<file path="src/rtl/hssaer_paer_rx.sv">
// -----------------------------------------------------------------------------
// hssaer_paer_rx
//
// Receive end of the HSSAER serial link. The asynchronous serial line is
// synchronized and oversampled on the local clock. Each frame is validated
// (start, flag, data, parity, stop). Address-events are delivered on a
// src_rdy/dst_rdy handshake. Keep-alive frames are consumed internally and
// only refresh the link-alive indication.
//
// Frame, in bit order: start(0), flag, d[0]..d[dsize-1], parity (odd over
// flag+data), stop(1).
//
// Ports:
//   clk        in   receiver clock, rising edge
//   nrst       in   asynchronous active-low reset
//   rx         in   serial line, idle high, asynchronous to clk
//   ae         out  received event (zero-extended payload), valid with src_rdy
//   src_rdy    out  ae holds a valid event
//   dst_rdy    in   consumer accepts ae when src_rdy and dst_rdy are both high
//   run        out  a good frame was seen within the last TIMEOUT cycles
//   parity_err out  one-cycle pulse: frame dropped on parity mismatch
//   frame_err  out  one-cycle pulse: frame dropped on stop bit of 0
//   overflow   out  one-cycle pulse: good event dropped, output register full
// -----------------------------------------------------------------------------
module hssaer_paer_rx #(
  parameter int dsize     = 8,
  parameter int int_dsize = 24,
  parameter int OVS       = 4,
  parameter int TIMEOUT   = 1024
) (
  input  logic                 clk,
  input  logic                 nrst,
  input  logic                 rx,
  output logic [int_dsize-1:0] ae,
  output logic                 src_rdy,
  input  logic                 dst_rdy,
  output logic                 run,
  output logic                 parity_err,
  output logic                 frame_err,
  output logic                 overflow
);

  localparam int TW = $clog2(OVS + 1);
  localparam int SW = dsize + 2;
  localparam int CW = $clog2(dsize + 2);
  localparam int RW = $clog2(TIMEOUT + 1);

  localparam logic [TW-1:0] HALF_LOAD = TW'(OVS / 2 - 1);
  localparam logic [TW-1:0] FULL_LOAD = TW'(OVS - 1);
  localparam logic [CW-1:0] LAST_CNT  = CW'(dsize + 1);

  typedef enum logic [2:0] {
    IDLE,
    START,
    SHIFT,
    STOP,
    BREAK
  } state_t;

  state_t        state, state_next;
  logic [TW-1:0] timer, timer_next;
  logic [CW-1:0] cnt, cnt_next;
  logic [SW-1:0] sreg, sreg_next;
  logic [RW-1:0] run_timer;

  logic rx_m, rx_s;
  logic expire;
  logic eval_event, eval_ka, eval_perr, eval_ferr;
  logic accept;

  // Two-flop synchronizer; flops reset to the idle line level so a reset
  // never looks like a start edge.
  always_ff @(posedge clk or negedge nrst) begin
    if (!nrst) begin
      rx_m <= 1'b1;
      rx_s <= 1'b1;
    end else begin
      rx_m <= rx;
      rx_s <= rx_m;
    end
  end

  always_ff @(posedge clk or negedge nrst) begin
    if (!nrst) begin
      state <= IDLE;
      timer <= '0;
      cnt   <= '0;
      sreg  <= '0;
    end else begin
      state <= state_next;
      timer <= timer_next;
      cnt   <= cnt_next;
      sreg  <= sreg_next;
    end
  end

  assign expire = (timer == '0);

  // Samples shift in at the MSB, so once all flag/data/parity samples are in,
  // sreg[0] is the flag, sreg[dsize:1] the data and sreg[dsize+1] the parity.
  always_comb begin
    state_next = state;
    timer_next = timer;
    cnt_next   = cnt;
    sreg_next  = sreg;
    eval_event = 1'b0;
    eval_ka    = 1'b0;
    eval_perr  = 1'b0;
    eval_ferr  = 1'b0;
    case (state)
      IDLE: begin
        if (!rx_s) begin
          timer_next = HALF_LOAD;
          state_next = START;
        end
      end
      START: begin
        if (expire) begin
          if (!rx_s) begin
            state_next = SHIFT;
            cnt_next   = '0;
            timer_next = FULL_LOAD;
          end else begin
            state_next = IDLE;
          end
        end else begin
          timer_next = timer - TW'(1);
        end
      end
      SHIFT: begin
        if (expire) begin
          sreg_next  = {rx_s, sreg[SW-1:1]};
          timer_next = FULL_LOAD;
          if (cnt == LAST_CNT) begin
            state_next = STOP;
          end else begin
            cnt_next = cnt + CW'(1);
          end
        end else begin
          timer_next = timer - TW'(1);
        end
      end
      STOP: begin
        if (expire) begin
          if (!rx_s) begin
            eval_ferr  = 1'b1;
            state_next = BREAK;
          end else if (!(^sreg)) begin
            eval_perr  = 1'b1;
            state_next = IDLE;
          end else if (sreg[0]) begin
            eval_ka    = 1'b1;
            state_next = IDLE;
          end else begin
            eval_event = 1'b1;
            state_next = IDLE;
          end
        end else begin
          timer_next = timer - TW'(1);
        end
      end
      BREAK: begin
        if (rx_s) begin
          state_next = IDLE;
        end
      end
      default: begin
        state_next = IDLE;
      end
    endcase
  end

  assign accept = src_rdy & dst_rdy;

  // Single-entry output register. A new event may replace the held one only
  // in the cycle the held one is being accepted.
  always_ff @(posedge clk or negedge nrst) begin
    if (!nrst) begin
      ae         <= '0;
      src_rdy    <= 1'b0;
      parity_err <= 1'b0;
      frame_err  <= 1'b0;
      overflow   <= 1'b0;
    end else begin
      parity_err <= eval_perr;
      frame_err  <= eval_ferr;
      overflow   <= 1'b0;
      if (eval_event) begin
        if (!src_rdy || accept) begin
          ae      <= int_dsize'(sreg[dsize:1]);
          src_rdy <= 1'b1;
        end else begin
          overflow <= 1'b1;
        end
      end else if (accept) begin
        src_rdy <= 1'b0;
      end
    end
  end

  // Link-alive timer, reloaded by any good frame, saturating at zero.
  always_ff @(posedge clk or negedge nrst) begin
    if (!nrst) begin
      run_timer <= '0;
    end else if (eval_event || eval_ka) begin
      run_timer <= RW'(TIMEOUT);
    end else if (run_timer != '0) begin
      run_timer <= run_timer - RW'(1);
    end
  end

  assign run = (run_timer != '0);

endmodule

</file>
<file path="config.mk">
export PLATFORM = sky130hd
export DESIGN_NAME = hssaer_paer_rx
export DESIGN_NICKNAME = d
export VERILOG_FILES = /design/src/rtl/hssaer_paer_rx.sv
export SDC_FILE = /design/constraint.sdc
export NUM_CORES = 1
export LEC_CHECK = 0
export CAP_MARGIN = 10
export CORE_MARGIN = 8
export CORE_UTILIZATION = 49
export DETAILED_ROUTE_END_ITERATION = 8
export PLACE_DENSITY = 0.74
export REMOVE_ABC_BUFFERS = 1
export SKIP_LAST_GASP = 1
export SLEW_MARGIN = 20
export SYNTH_ARGS = -nofsm -noshare
export SYNTH_HDL_FRONTEND = slang
export SYNTH_SLANG_ARGS = --single-unit
</file>
<file path="constraint.sdc">
create_clock -name clk -period 2.9 [get_ports clk]
set_input_delay 0.87 -clock clk [delete_from_list [all_inputs] [get_ports clk]]
set_output_delay 0.87 -clock clk [all_outputs]
set_load 0.005 [all_outputs]
</file>
==> metrics.txt <==
distinct cell type count after synthesis=39; DR vias=1517; Critical R2R Launch=timer[0]; nature of the critical path startpoint=flop; synthesis-to-layout area growth=11.12%; worst hold slack=0.3615 ns; Post-DRT Antenna Nets=0; RSZ-0062 raised after global routing=no; largest net degree at the start of global routing=46; CP arrival=1.83 ns; Reg area=1129 sq um; worst setup path end=run; antenna violations before repair=0; Reg clk slew, reported paths=0.09 ns; R2R setup slack=0.58 ns; f_max=370.2 MHz; clk buf depth=2; die area=7104 sq um; Layout Nets=240; run status=finished clean; Total Power=2.284 mW; DP HPWL=2800 microns; Worst Path Max Fanout=4; core area=4598 sq um; Die Y=84.29 microns; static leakage power=1.194 nW; Max-slew headroom=62.16%; routed len/inst=14.19 microns; Final Hold Viols=0; Initial Util=49.69%; ys async rst share=100.0%; largest cells by area after synthesis=dfrtp_1 (47%), mux2_2 (9.4%), buf_4 (5.3%); Final GP Congestion=0.7615; Setup violations, final=0; DR iter-0 viols=69; Synth area leader=dfrtp_1; Final period util=93.15%; Die Span X=84.29 microns; GRT Total Usage=11.73%; vias in the first global route=1499; FILL cells=417; r2r endpoint=ae[4]; area of the multi-input gates=1052 sq um; CTS tree=done; hold crit path type=reg -> reg; sum of negative setup slack=0 ns; Setup Skew=0.01149 ns; Synth top area share=47.10%; Routed WL=4043 microns; First-pass DRT Iterations=4; Slew @ Worst Pin=0.5676 ns; Final Max Tran Viols=0; clk sink count=45; most common flop cell mapped by yosys=dfrtp_1; Critical Path Sink Type=primary output; hold_sp=rx_m; Core Rows=25; layout cells sized above 1=16.45%; CP Class=reg -> out; CP required=2.03 ns; clk root buf=clkbuf_8; EDFF count, synth=0; #FFs+latches synth=45; Overflow after GRT=0; synth warn=0; I/O Buffers=16; Ant. Diodes=0; Pwr Density=899.7 nW/um^2; Post-Synthesis Cells=211; path depth of the worst reg2reg path=7; clk_lat worst skew=0.30 ns; register area share after synthesis=49.40%; CTS H-tree depth=2; first-pass GRT wire length=6886 microns; Max IR drop VDD=361.1 uV; via/cell ratio=5.323; Syn Std Cell Area=2285 sq um; top-level I/O count=33; final critical-path required period=2.701 ns; max_cap viols=0; Post-Syn Area per Cell=10.83 sq um; drt drc=0; total CTS buffers=5; worst setup path startpoint=run_timer[0]
how the worst min path moves through the flow:
| stage | end | slack [ns] | cells after the start |
|---|---|---|---|
| 4_1_cts | rx_s | 0.36 | 0 |
| 3_5_place_dp | rx_s | 0.35 | 0 |
| 5_1_grt | rx_s | 0.37 | 0 |
| 3_3_place_gp | rx_s | 0.35 | 0 |
| 6_report | rx_s | 0.36 | 0 |
| 2_1_floorplan | rx_s | 0.35 | 0 |
worst max-delay path, cell delays in order (launching register included):
cell and delay [ns]:
dfrtp_1 0.42, inv_1 0.09, ha_1 0.14, nor4b_2 0.25, nand3_1 0.16, clkdlybuf4s50_1 0.47
layout make-up:
class | count | share of cell area (%)
Clock buffer | 5 | 2.711
Clock inverter | 3 | 0.8379
Inverter | 6 | 0.8871
Multi-Input combinational cell | 153 | 41.45
Sequential cell | 45 | 44.46
Tap cell | 54 | 2.661
Timing Repair Buffer | 19 | 6.999
cell usage in the layout, fill, tap and decap left out, types with 5 or more instances in the layout:
cell type | netlist | layout
nand3_1 | 6 | 6
clkbuf_8 | 0 | 5
dfrtp_1 | 43 | 43
ha_1 | 6 | 6
nor3_1 | 6 | 6
inv_1 | 6 | 6
a21oi_1 | 14 | 14
clkdlybuf4s50_1 | 0 | 15
nor2_1 | 19 | 19
o21ai_0 | 7 | 7
conb_1 | 1 | 16
xnor2_1 | 6 | 6
mux2_2 | 19 | 19
xor2_1 | 7 | 7
nand2_1 | 14 | 14
kinds of logic (layout without fill, tap and decap cells):
group           Yosys count  after routing  share of synthesized area, %
simple gates             66             66                         14.95
xor+xnor                 15             15                         7.010
mux                      20             20                         9.803
buf+inv                  28             33                         7.558
flops                    45             45                         49.40
fa+ha+maj                 6              6                         3.286
other cells               1             16                        0.1641
compound gates           30             30                         7.832
through the flow:
stage	worst slack (ns)	utilization [%]	instances	area, sq um
floorplan	0.7193	-	204	2191
global placement	0.4237	52.98	277	2436
detailed placement	0.3635	52.98	277	2436
CTS	0.01848	54.94	285	2526
global route	0.04965	55.21	285	2539
finish	0.1985	55.21	285	2539
power breakdown:
group / internal [mW] / leakage [nW] / switching [mW]
clock: 0.171 / 0.0445 / 0.219
combinational: 0.465 / 0.561 / 0.422
sequential: 0.800 / 0.589 / 0.208
flip-flops by register name, indices dropped and copies added, names as in the netlist:
name / count
run_timer: 11
state: 3
ae: 8
src_rdy: 1
parity_err: 1
rx_s: 1
timer: 3
cnt: 4
frame_err: 1
rx_m: 1
overflow: 1
sreg: 10
Yosys cell counts (2+ instances only):
cell      number
nand2b_1       4
a21oi_1       14
xor2_1         7
buf_4         16
nand3_1        6
nor4b_1        2
nor3_1         6
mux2_2        19
nor3b_1        4
dfrtp_1       43
nand4_1        2
ha_1           6
o21ai_0        7
inv_1          6
nand2_1       14
xnor2_1        6
dfstp_2        2
or4_1          2
clkbuf_1       5
nand3b_1       2
a21o_1         2
nor2_1        19
timing repair:
action / 4_1_cts / 5_1_grt
resized for setup: 0 / 2
hold buffers: 0 / 0
setup buffers: 0 / 0
endpoints found under the setup margin: 0 / 1
layer usage:
layer	global-route usage (%)	share of wire, %
met1	14.04	45
met2	18.25	48
met3	4.356	4.8
met4	5.338	1.6
met5	0	0
No activity file was read; power rests on OpenSTA's default activity.
